--- src/rtl/dp_seq_pkg.sv ---
// Shared types and constants for the data_path sequencer.
// Holds the control word layout, per-stage slot layout, stage timing offsets and FSM states.
// Imported by dp_sequencer and its testbench.
package dp_seq_pkg;

  localparam int PROG_DEPTH = 16;                 // control words in program memory (power of 2)
  localparam int REP_W      = 8;                  // repeat field width, beats = rep+1
  localparam int PIPE_LAT   = 4;                  // stage-0 issue to valid stream_out
  localparam int N_STG      = 5;                  // controlled stages (num_col-1)
  localparam int NUM_COL    = N_STG + 1;          // data_path columns
  localparam int RFA_W      = 4;                  // dwidth_RFadd: register-file address width

  localparam int PC_W       = $clog2(PROG_DEPTH);
  localparam int LEN_W      = PC_W + 1;           // prog_len can equal PROG_DEPTH
  localparam int DRN_W      = $clog2(PIPE_LAT + 1);

  // Cycles between issue and the moment each stage consumes its controls.
  // Stage order: typeA0, typeA1, typeC0, typeC1, typeD.
  localparam int STG_OFS [N_STG] = '{0, 0, 1, 2, 3};

  typedef enum logic [1:0] {
    IDLE  = 2'd0,
    RUN   = 2'd1,
    DRAIN = 2'd2
  } state_e;

  // One program word; per-stage fields are packed with stage k in the k-th slice.
  typedef struct packed {
    logic [4*N_STG-1:0]     sel;
    logic [2*N_STG-1:0]     op;
    logic [N_STG-1:0]       wen;
    logic [RFA_W*N_STG-1:0] rd;
    logic [RFA_W*N_STG-1:0] wr;
    logic [REP_W-1:0]       rep;
  } ctrl_word_t;

  localparam int CW_W = $bits(ctrl_word_t);

  // Controls belonging to a single stage, as carried down its delay line.
  typedef struct packed {
    logic [3:0]       sel;
    logic [1:0]       op;
    logic             wen;
    logic [RFA_W-1:0] rd;
    logic [RFA_W-1:0] wr;
  } stg_slot_t;

  localparam int SLOT_W = $bits(stg_slot_t);

  // Extract stage k's controls from a full program word.
  function automatic stg_slot_t stage_slot(input ctrl_word_t cw, input int k);
    stg_slot_t s;
    s.sel = cw.sel[4*k +: 4];
    s.op  = cw.op[2*k +: 2];
    s.wen = cw.wen[k];
    s.rd  = cw.rd[RFA_W*k +: RFA_W];
    s.wr  = cw.wr[RFA_W*k +: RFA_W];
    return s;
  endfunction

endpackage

--- src/rtl/ctrl_delay_line.sv ---
// Purpose : resettable W-bit shift register used to time-align stage controls and out_valid.
// Latency : DEPTH cycles from d_i to q_o (DEPTH >= 1).
// Backpr. : none; shifts every cycle.
//
// Ports
//   clk    in  1  clock
//   rst_n  in  1  async active-low reset, clears every tap
//   d_i    in  W  value entering the line
//   q_o    out W  value entered DEPTH cycles earlier
module ctrl_delay_line #(
  parameter int W     = 1,
  parameter int DEPTH = 1
) (
  input  logic         clk,
  input  logic         rst_n,
  input  logic [W-1:0] d_i,
  output logic [W-1:0] q_o
);

  logic [W-1:0] pipe_q [DEPTH];

  always_ff @(posedge clk or negedge rst_n) begin
    if (!rst_n) begin
      for (int i = 0; i < DEPTH; i++) begin
        pipe_q[i] <= '0;
      end
    end else begin
      pipe_q[0] <= d_i;
      for (int i = 1; i < DEPTH; i++) begin
        pipe_q[i] <= pipe_q[i-1];
      end
    end
  end

  assign q_o = pipe_q[DEPTH-1];

endmodule

--- src/rtl/dp_sequencer.sv ---
// Purpose : program-driven controller stepping the 5-stage SIMD data_path, one word per accepted phit.
// Latency : stage 0/1 controls same cycle as issue, stages 2..4 at +1..+3, out_valid at +PIPE_LAT.
// Backpr. : in_ready only while running and not aborting; output side has no backpressure.
//
// Ports
//   clk, rst_n        clock and async active-low reset
//   cfg_we_i/addr/wdata  program memory write port, honoured only while idle
//   start_i, prog_len_i  launch a program of prog_len words (sampled in IDLE)
//   abort_i           stop issuing, let in-flight beats finish
//   in_valid_i/in_ready_o  inbound phit handshake; both high = issue
//   sel_mux4_o, op_o, wen_RF_o, rd_addr_RF_o, wr_addr_RF_o  per-stage controls, stage k in slice k
//   out_valid_o       stream_out carries the result of an issued beat
//   busy_o            not IDLE
//   done_o            one-cycle pulse when a program (or empty start) completes
module dp_sequencer
  import dp_seq_pkg::*;
(
  input  logic                     clk,
  input  logic                     rst_n,
  input  logic                     cfg_we_i,
  input  logic [PC_W-1:0]          cfg_addr_i,
  input  logic [CW_W-1:0]          cfg_wdata_i,
  input  logic                     start_i,
  input  logic [LEN_W-1:0]         prog_len_i,
  input  logic                     abort_i,
  input  logic                     in_valid_i,
  output logic                     in_ready_o,
  output logic [4*N_STG-1:0]       sel_mux4_o,
  output logic [2*N_STG-1:0]       op_o,
  output logic [NUM_COL-1:0]       wen_RF_o,
  output logic [RFA_W*N_STG-1:0]   rd_addr_RF_o,
  output logic [RFA_W*N_STG-1:0]   wr_addr_RF_o,
  output logic                     out_valid_o,
  output logic                     busy_o,
  output logic                     done_o
);

  // ---------------------------------------------------------------------------
  // Program memory: single write port, asynchronous read at pc. Not reset, so a
  // loaded program survives a reset pulse.
  // ---------------------------------------------------------------------------
  logic [CW_W-1:0] prog_mem [PROG_DEPTH];

  state_e           state_q;
  logic [PC_W-1:0]  pc_q;
  logic [REP_W-1:0] rep_cnt_q;
  logic [LEN_W-1:0] len_q;
  logic [DRN_W-1:0] drain_cnt_q;
  logic             done_q;

  ctrl_word_t cw;
  logic       issue;
  logic       rep_hit;
  logic       last_beat;

  always_ff @(posedge clk) begin
    if (cfg_we_i && (state_q == IDLE)) begin
      prog_mem[cfg_addr_i] <= cfg_wdata_i;
    end
  end

  assign cw = ctrl_word_t'(prog_mem[pc_q]);

  // Abort blocks acceptance in the very cycle it is asserted.
  assign in_ready_o = (state_q == RUN) && !abort_i;
  assign issue      = in_valid_i && in_ready_o;

  // Current word has delivered its final repeat on this beat.
  assign rep_hit    = (rep_cnt_q == cw.rep);
  assign last_beat  = rep_hit && ({1'b0, pc_q} == (len_q - LEN_W'(1)));

  // ---------------------------------------------------------------------------
  // Control FSM
  // ---------------------------------------------------------------------------
  always_ff @(posedge clk or negedge rst_n) begin
    if (!rst_n) begin
      state_q     <= IDLE;
      pc_q        <= '0;
      rep_cnt_q   <= '0;
      len_q       <= '0;
      drain_cnt_q <= '0;
      done_q      <= 1'b0;
    end else begin
      done_q <= 1'b0;
      case (state_q)
        IDLE: begin
          if (start_i) begin
            if (prog_len_i != '0) begin
              state_q   <= RUN;
              len_q     <= prog_len_i;
              pc_q      <= '0;
              rep_cnt_q <= '0;
            end else begin
              // Empty program completes immediately.
              done_q <= 1'b1;
            end
          end
        end

        RUN: begin
          if (issue) begin
            if (rep_hit) begin
              rep_cnt_q <= '0;
              pc_q      <= pc_q + PC_W'(1);
            end else begin
              rep_cnt_q <= rep_cnt_q + REP_W'(1);
            end
          end
          // abort suppresses issue, so abort and last beat never both fire;
          // either way a single DRAIN entry results.
          if ((issue && last_beat) || abort_i) begin
            state_q     <= DRAIN;
            drain_cnt_q <= '0;
          end
        end

        DRAIN: begin
          // Wait for the last issued beat to reach stream_out.
          if (drain_cnt_q == DRN_W'(PIPE_LAT - 1)) begin
            state_q <= IDLE;
            done_q  <= 1'b1;
          end else begin
            drain_cnt_q <= drain_cnt_q + DRN_W'(1);
          end
        end

        default: begin
          state_q <= IDLE;
        end
      endcase
    end
  end

  assign busy_o = (state_q != IDLE);
  assign done_o = done_q;

  // ---------------------------------------------------------------------------
  // Per-stage control alignment. Each stage sees the word issued STG_OFS[k]
  // cycles earlier; a slot-valid bit travels alongside so bubbles can be told
  // apart from real beats. On a bubble the stage keeps its last sel/op/addr
  // (avoids needless mux toggling) but its RF write enable is forced low.
  // ---------------------------------------------------------------------------
  for (genvar k = 0; k < N_STG; k++) begin : g_stg
    stg_slot_t slot_in;
    stg_slot_t tap;
    stg_slot_t hold_q;
    stg_slot_t cur;
    logic      tap_vld;

    assign slot_in = stage_slot(cw, k);

    if (STG_OFS[k] == 0) begin : g_direct
      assign tap_vld = issue;
      assign tap     = slot_in;
    end else begin : g_dly
      logic [SLOT_W:0] dly_out;

      ctrl_delay_line #(
        .W     (SLOT_W + 1),
        .DEPTH (STG_OFS[k])
      ) u_dly (
        .clk   (clk),
        .rst_n (rst_n),
        .d_i   ({issue, slot_in}),
        .q_o   (dly_out)
      );

      assign tap_vld = dly_out[SLOT_W];
      assign tap     = stg_slot_t'(dly_out[SLOT_W-1:0]);
    end

    always_ff @(posedge clk or negedge rst_n) begin
      if (!rst_n) begin
        hold_q <= '0;
      end else if (tap_vld) begin
        hold_q <= tap;
      end
    end

    assign cur = tap_vld ? tap : hold_q;

    assign sel_mux4_o[4*k +: 4]           = cur.sel;
    assign op_o[2*k +: 2]                 = cur.op;
    assign wen_RF_o[k]                    = cur.wen && tap_vld;
    assign rd_addr_RF_o[RFA_W*k +: RFA_W] = cur.rd;
    assign wr_addr_RF_o[RFA_W*k +: RFA_W] = cur.wr;
  end

  // Last column has no register file to write.
  assign wen_RF_o[NUM_COL-1] = 1'b0;

  // ---------------------------------------------------------------------------
  // out_valid: every issued beat emerges PIPE_LAT cycles later.
  // ---------------------------------------------------------------------------
  ctrl_delay_line #(
    .W     (1),
    .DEPTH (PIPE_LAT)
  ) u_out_vld (
    .clk   (clk),
    .rst_n (rst_n),
    .d_i   (issue),
    .q_o   (out_valid_o)
  );

endmodule

--- config.mk ---
export PLATFORM = sky130hd
export DESIGN_NAME = dp_sequencer
export DESIGN_NICKNAME = d
export VERILOG_FILES = /design/src/rtl/dp_seq_pkg.sv /design/src/rtl/ctrl_delay_line.sv /design/src/rtl/dp_sequencer.sv
export SDC_FILE = /design/constraint.sdc
export NUM_CORES = 1
export LEC_CHECK = 0
export BUFFER_PORTS_ARGS = -buffer_cell sky130_fd_sc_hd__buf_2
export CAP_MARGIN = 10
export CORE_UTILIZATION = 50
export DETAILED_ROUTE_END_ITERATION = 16
export PLACE_DENSITY_LB_ADDON = 0.08
export SYNTH_ARGS = -nofsm -noshare
export SYNTH_HDL_FRONTEND = slang
export SYNTH_SLANG_ARGS = --single-unit
--- constraint.sdc ---
create_clock -name clk -period 9 [get_ports clk]
set_input_delay 1.8 -clock clk [delete_from_list [all_inputs] [get_ports clk]]
set_output_delay 1.8 -clock clk [all_outputs]
set_load 0.02 [all_outputs]
Yosys cells after proc, flatten, opt, wreduce, memory -nomap -nowiden
Memories as Yosys holds them, arrays and structs flattened.
Index checks and enable logic that the tools add are counted.
{ "totals": {"input_bits": 98, "word_cells": 109, "output_inout_bits": 80, "n_memories": 1, "ff_bits": 198, "ram_bits": 1328} }
{ "classes": {"n_mux": 29, "n_reduce_logical": 22, "eq_ne": 12, "add_sub_neg": 4} }
{ "mem_list": {"columns": ["memory", "words", "width", "rd", "rd_clocked_by_memory_dff", "write_ports", "line_no", "rtl"], "rows": [
  ["prog_mem", 16, 83, 1, 0, 1, "dp_sequencer.sv:42", "logic [CW_W-1:0] prog_mem [PROG_DEPTH];"]
]} }
{ "ops": {"columns": ["cell", "n"], "rows": [
  ["15-bit two-way mux", 5],
  ["8-bit two-way mux", 4],
  ["4-bit two-way mux", 4],
  ["8-bit case mux with 2 select lines", 1],
  ["1-bit logical AND", 10],
  ["2-bit != test, second input constant", 5],
  ["8-bit by 1-bit adder with 8-bit output, second input constant", 1],
  ["8-bit equality test", 1],
  ["2-bit two-way mux", 4],
  ["4-bit case mux with 2 select lines", 1],
  ["4-bit AND reduction", 2],
  ["3-bit two-way mux", 2],
  ["2-bit case mux with 3 select lines", 1],
  ["3-bit case mux with 2 select lines", 1],
  ["3-bit AND reduction", 2],
  ["2-bit nonzero test", 3],
  ["4-bit by 5-bit equality test with 1-bit output", 1],
  ["1-bit two-way mux", 5],
  ["5-bit AND reduction", 1],
  ["5-bit nonzero test", 1],
  ["5-bit by 1-bit subtractor with 5-bit output, second input constant", 1],
  ["4-bit by 1-bit adder with 4-bit output, second input constant", 1],
  ["2-bit by 1-bit != test with 1-bit output, second input constant", 2],
  ["3-bit by 1-bit adder with 3-bit output, second input constant", 1],
  ["7 further kinds", 7]
]} }

Depth between registers and ports, before layout
Gate-level depths: netlist of run 1.
{ "logic_depth": {"ltp_word": 7, "ltp_mapped": 11, "depth_no_buf": 10} }

Hierarchy
Synthesis of run 1 repeated with hierarchy kept, for this count alone.
{ "hier_totals": {"cells_unflattened": 2494, "area_unflattened_um2": 57302.5} }
{ "modules_own_cells": {"columns": ["module", "n_inst", "area_per_inst_um2", "seq_area_each_um2", "cells_per_inst"], "rows": [
  ["dp_sequencer", 1, 54559.8, 42205.5, 2362],
  ["ctrl_delay_line at g_stg[4].g_dly.u_dly", 1, 1321.3, 1201.2, 64],
  ["ctrl_delay_line at g_stg[3].g_dly.u_dly", 1, 920.9, 800.8, 48],
  ["ctrl_delay_line at g_stg[2].g_dly.u_dly", 1, 400.4, 400.4, 16],
  ["ctrl_delay_line at u_out_vld", 1, 100.1, 100.1, 4]
]} }

Least setup slack after synthesis of run 1
OpenSTA, ideal clock, no wires.
{ "synth_path": {"path_kind": "input to register", "from": "input cfg_addr_i[1]", "to": "memory prog_mem[0][0] (netlist name) (enable)", "path_buffers": 0, "setup_ns": 0.627, "t_arrival_ns": 7.860, "t_required_ns": 8.373, "cell_stages": 2, "slack_ns": 0.513, "path_cell_list": "or3_1 -> nor3_1"} }
{ "synth_lines": {"columns": ["element", "line_no", "rtl"], "rows": [
  ["start, declared", "dp_sequencer.sv:21", "input logic [PC_W-1:0] cfg_addr_i,"],
  ["end, declared", "dp_sequencer.sv:42", null]
]} }
No word-level cell before the write port.

Worst setup path after layout of run 1
{ "layout_path": {"from": "register pc_q[1]", "to": "output sel_mux4_o[3]"} }
{ "layout_via": {"elab_chain_cells": 2} }
{ "layout_lines": {"columns": ["element", "line_no", "rtl"], "rows": [
  ["start, declared", "dp_sequencer.sv:45", "logic [PC_W-1:0] pc_q;"],
  ["start signal, assigned", "dp_sequencer.sv:104", "pc_q <= pc_q + PC_W'(1);"],
  ["memory 16 x 83 bit", null, null],
  ["15-bit two-way mux", null, null],
  ["end, declared", "dp_sequencer.sv:28", "output logic [4*N_STG-1:0] sel_mux4_o,"]
]} }
No other way between the ends.

==> results of run 1 <==
cell usage after synthesis (all sizes together), types with 2 or more instances:
library cell,number,share of area (%)
nand3,8,0.070
o21ai,10,0.088
nor2b,5,0.055
dfrtp,187,8.2
a31oi,2,0.022
a22oi,9,0.12
and3,3,0.033
ha,5,0.11
buf,124,1.5
xnor2,20,0.31
nor3,14,0.12
xor2,10,0.15
or3,4,0.044
mux2,45,0.89
nor2,25,0.17
mux2i,33,0.58
a221oi,2,0.031
a22o,3,0.046
nand2,107,0.71
mux4,394,16
a32o,2,0.035
a21oi,4,0.035
and2,6,0.066
a21boi,2,0.026
o31ai,2,0.026
inv,12,0.079
clkbuf,61,0.40
o211ai,2,0.026
nand4,2,0.022
edfxtp,1328,70
nand2b,5,0.055
report_power, final:
part	total (mW)	internal [mW]	switching, mW	leakage, nW
clock	6.28	3.64	2.64	2.46
combinational	1.13	0.370	0.759	3.88
sequential	8.07	7.96	0.111	14.2
total	15.5	12.0	3.51	20.6
per-stage QoR:
stage | power [mW] | hold WS, ps | setup slack [ps]
after global placement | 9.32 | 334 | 3770
after global routing | 16.0 | 351 | 2980
after detailed placement | 9.37 | 335 | 3710
after floorplan | 9.09 | 331 | 513
final | 15.5 | 346 | 3120
after CTS | 15.6 | 348 | 3020
logic make-up after synthesis:
| kind of cell | share of synthesized area [%] |
|---|---|
| AND/OR/NAND/NOR | 1.42 |
| adder cells (fa/ha/maj) | 0.110 |
| XOR/XNOR | 0.462 |
| buffers and inverters | 1.96 |
| flip-flops | 78.4 |
| multiplexers | 17.1 |
| AO/OA/AOI/OAI | 0.601 |
| other | 0.00659 |
final timing paths:
path	cells past startpoint	end	from
max	6	sel_mux4_o[3]	pc_q[1]
min	0	g_stg[4].g_dly.u_dly.pipe_q[26]	g_stg[4].g_dly.u_dly.pipe_q[42]
max reg2reg	10	state_q[1]	pc_q[0]
min reg2reg	0	g_stg[4].g_dly.u_dly.pipe_q[26]	g_stg[4].g_dly.u_dly.pipe_q[42]
max in group asynchronous	2	g_stg[4].g_dly.u_dly.q_o[15]	rst_n
min in group asynchronous	1	drain_cnt_q[0]	rst_n
metal layers:
metal | part of all wire [%] | track usage, % | wire length [um]
met2 | 50 | 36.6 | 63000
met1 | 43 | 31.5 | 53800
met3 | 5.4 | 4.21 | 6810
met5 | 0.086 | 0 | 108
met4 | 1.7 | 5.68 | 2150
layout by cell type (no fill, tap or decap), types with 11 or more instances in the layout:
cell       instances
edfxtp_1        1328
mux4_2           394
dfrtp_1          182
buf_2            175
clkbuf_16        161
nand2_1          107
mux2_2            45
clkbuf_1          45
buf_4             35
mux2i_1           33
clkinv_2          24
clkinv_1          23
xnor2_1           20
clkbuf_8          16
nor2_1            13
inv_1             12
nor2_4            12
buf_12            11
registers in the layout, indices dropped and copies added, names as in the netlist:
name / count
u_out_vld.q_o: 1
g_stg.hold_q: 70
g_stg.g_dly.u_dly.q_o: 48
done_o: 1
state_q: 2
rep_cnt_q: 8
drain_cnt_q: 3
prog_mem: 1328
len_q: 5
pc_q: 4
g_stg.g_dly.u_dly.pipe_q: 45
final cells by class:
type                            count  area share (%)
Antenna cell                        4          0.0156
Clock buffer                      222            6.88
Clock inverter                     73           0.999
Inverter                           12          0.0701
Multi-Input combinational cell    740            17.6
Sequential cell                  1515            69.4
Tap cell                         1500            2.92
Timing Repair Buffer              222            2.14
==> metrics, run 1 <==
Slew Viols, Final=0; Cell Area, Placed=between 50000 and 60000 um^2; CP max FO=120; CP Cell Sequence=buf_12, mux4_2, mux4_2, nand2_1, nand2_1, buf_2; RSZ-0062 raised after global routing=false; FF/Latch Area=roughly 45000 um^2; sequential area share after synthesis=between 70% and 80%; CP Launch Type=flop; PortBufs=~180; vias in the first global route=~27k; worst vdd ir=~180 uV; Final Hold Vio Count=0; Yosys reg bits=1515; post-route cell area=approximately 64000 um^2; via/cell ratio=between 5 and 6; run status=complete, no violations; actual slew at the worst max-slew pin=about 1200 ps; Post-CTS Resized=0; Vias=25.3k; Slew headroom=between 20 and 25%; Critical Path AT=approximately 4100 ps; RD Place Congestion=~0.73; Setup Viol. Count Final=0; area of the multi-input gates=about 11000 um^2; Core Box Area=roughly 110000 um^2; num rows=123; fin crit period=just under 6000 ps; die width=roughly 340 um; Power Density=roughly 240 nW/um^2; synthesized area=56900 um^2; pin count of the biggest net entering global routing=about 120; Reg clk slew, reported paths=~60 ps; number of enable flip-flop cells after synthesis=roughly 1.3k; max-cap violations=0; Iter 0 DRT Violations=2209; Post-DP HPWL=about 61000 um; initial antenna violation count=24; io pins=178; setup TNS=0 ps; Yosys warnings=0; CTS tree=yes; post-route ant nets=0; CP Data Required Time=7200 ps; setup bufs post-CTS=0; Worst setup EP type=output port; Num CTS Buffers=approximately 160; Worst path max stage delay=1170 ps; Async SR Flop Fraction=12.3%; clk sink count=~1.5k; FILL cells=roughly 8.2k; total grt overflow=0; Worst-Skew Late Latency=between 700 and 800 ps; drt first pass iters=5; Chip Height=339 um; fin nets=2751; Core Util, Final=a little under three fifths; fin cells=4288; post-synth cell types=53; R2R Setup Slk=approximately 4300 ps; wire length per cell=between 20 and 30 um; share of post-route cells with drive strength above 1=32.7%; worst-case clock buffer depth=3; CP Class=reg -> out; Min-Delay Path Class=reg -> reg; Area growth syn-to-layout=13.0%; ratio of final minimum period to clock period=about two thirds; CP max stage cell=dfrtp_4; Die ar.=about 120000 um^2; DRC viols=0; standby leakage power=around 20 nW; gr usage total=between 20 and 25%; Setup Skew=31.0 ps; Starting Density=roughly 50%; max frequency=around 0.17 GHz; critical path's top delay family=flip-flops; Max H-tree Level=4; dpl cells=3989; syn_area_per_cell=between 20 and 25 um^2; Main synth FF type=edfxtp_1; cts hold-fix bufs=0; CTS root buffer=clkbuf_16; Post-Syn Instances=2452; Synthesized Nets=around 2.6k; Routed WL=~130000 um; CP bufs+invs=2; global-route wire length before repair=~180000 um
(Power assumes the default switching activity.)
==> run 2: changes to the inputs <==
clock period = 5.5 ns   (was 9 ns; I/O delays follow)
==> run 2 against run 1 <==
Die area is the same. Sequential power up 64%. Clock skew down 14 ps. Largest cell class unchanged. Flip-flop and latch count stayed put. Highest routed layer unchanged.
==> metrics, run 2 (synthesis results as in run 1) <==
Setup Skew=17.2 ps (-13.9 ps); pin count of the biggest net entering global routing=103 (-15%); CP Class=reg -> out; wire length per cell=29.6 um (+1.0%); Routed WL=127000 um (+1.2%); PortBufs=176 (unchanged); Min-Delay Path Class=in -> async; worst-case clock buffer depth=3 (unchanged); total grt overflow=0 (unchanged); RD Place Congestion=0.739 (+0.93%); GRT busiest layer=met2; setup bufs post-CTS=0 (unchanged); vias in the first global route=27.2k (+1.1%); Vias=25.4k (+0.31%); CP max FO=43 (-64%); Slew headroom=17.7% (-4.6 points); share of post-route cells with drive strength above 1=33.2% (+0.53 points); RSZ-0062 raised after global routing=false; io pins=178 (unchanged); ratio of final minimum period to clock period=83.3%; clk sink count=1515 (unchanged); gr usage total=22.7% (+0.24 points); via/cell ratio=5.90 (+0.13%); Post-CTS Resized=0 (unchanged); max frequency=between 0.2 and 0.25 GHz; DRC viols=0 (unchanged); die width=339 um (unchanged); cts hold-fix bufs=0 (unchanged); GR met3 Demand/Resource=4.26% (+0.045 points); Iter 0 DRT Violations=2346 (+6.2%); worst vdd ir=318 uV (+79%); Num CTS Buffers=157 (unchanged); Reg clk slew, reported paths=60 ps (about the same); drt first pass iters=7 (+2); fin cells=4296 (+0.19%); Post-DP HPWL=63300 um (+4.1%); Largest Register=prog_mem; Die ar.=115000 um^2 (unchanged); Cell Area, Placed=59500 um^2 (+0.60%); Critical Path AT=3480 ps (-600 ps); Max H-tree Level=4 (unchanged); CP Launch Type=flop; actual slew at the worst max-slew pin=1230 ps (+65.4 ps); Worst-Skew Late Latency=740 ps (-20 ps); commonest cells after routing, fill and taps aside=1328 x edfxtp_1, 394 x mux4_2, 183 x dfrtp_1; Starting Density=50.5% (unchanged); Area growth syn-to-layout=13.6%; GRT met2 Usage=36.4% (-0.20 points); CP Data Required Time=4400 ps (-2800 ps); run status=complete, no violations; post-route cell area=64600 um^2 (+0.53%); fin crit period=about 4600 ps; commonest non-fill, non-tap cell in the layout=edfxtp_1; num rows=123 (unchanged); Power Density=392 nW/um^2 (+63%); Chip Height=339 um (unchanged); Worst setup EP type=output port; initial antenna violation count=22 (-8.3%); Slew Viols, Final=0 (unchanged); post-route ant nets=0 (unchanged); Core Util, Final=57.3% (+0.30 points); Setup Viol. Count Final=0 (unchanged); max-cap violations=0 (unchanged); Core Box Area=113000 um^2 (unchanged); CTS root buffer=clkbuf_16; standby leakage power=20.7 nW (+0.86%); number of flip-flops in the largest register=1328 (unchanged); CTS tree=yes; dpl cells=4003 (+0.35%); global-route wire length before repair=187000 um (+1.1%); fin nets=2765 (+0.51%); met1 Usage GRT=32.7% (+1.2 points); Final Hold Vio Count=0 (unchanged)
-- run 2: final timing paths --
path                                                 start                              end  slack, ps  cells after the start
setup / recovery                                   pc_q[1]                    sel_mux4_o[3]        920                      6
hold / removal                                       rst_n                   drain_cnt_q[0]        340                      1
setup reg to reg                                   pc_q[0]  g_stg[3].g_dly.u_dly.pipe_q[30]       1830                      5
hold reg to reg            g_stg[4].g_dly.u_dly.pipe_q[34]  g_stg[4].g_dly.u_dly.pipe_q[18]        340                      0
max in group asynchronous                            rst_n  g_stg[4].g_dly.u_dly.pipe_q[29]       4000                      2
min in group clk           g_stg[4].g_dly.u_dly.pipe_q[34]  g_stg[4].g_dly.u_dly.pipe_q[18]        340                      0
-- run 2: cell type report --
| cell class | count | area [um^2] |
|---|---|---|
| clock buffers | 222 | 4530 |
| repair buffers | 236 | 1700 |
| multi-input cells | 740 | 11300 |
| inverters | 12 | 45.0 |
| flip-flops and latches | 1515 | 44600 |
| fillers | 8260 | 48100 |
| diodes | 2 | 5.00 |
| well taps | 1500 | 1880 |
| clock inverters | 69 | 517 |
-- run 2: where the power goes --
group	switching, mW	total (mW)	internal (mW)
clock network	4.25	10.3	6.02
logic	1.26	1.88	0.618
registers	0.167	13.2	13.0
total	5.67	25.3	19.7
-- run 2: per-stage QoR --
stage	power [mW]	setup TNS, ps	setup WS [ps]	hold slack [ps]
after detailed placement	15.3	0	1600	336
after global routing	26.2	0	749	348
after CTS	25.6	0	859	335
final	25.3	0	920	341
after floorplan	14.9	-14180	-57.0	331
after global placement	15.3	0	1660	332
-- run 2: metal layers --
layer	part of all wire (%)	vias up	wire length [um]
met5	0.12	-	149
met3	5.2	169	6660
met4	1.5	28	1960
met1	44	13900	56200
met2	49	679	62400
li1	-	10500	-
-- run 2: critical path, cell delays in order, from the launching register on --
cell and delay, ps:
dfrtp_4 930, buf_12 350, mux4_2 350, mux4_2 530
nand2_1 210, nand2_1 120, buf_2 180
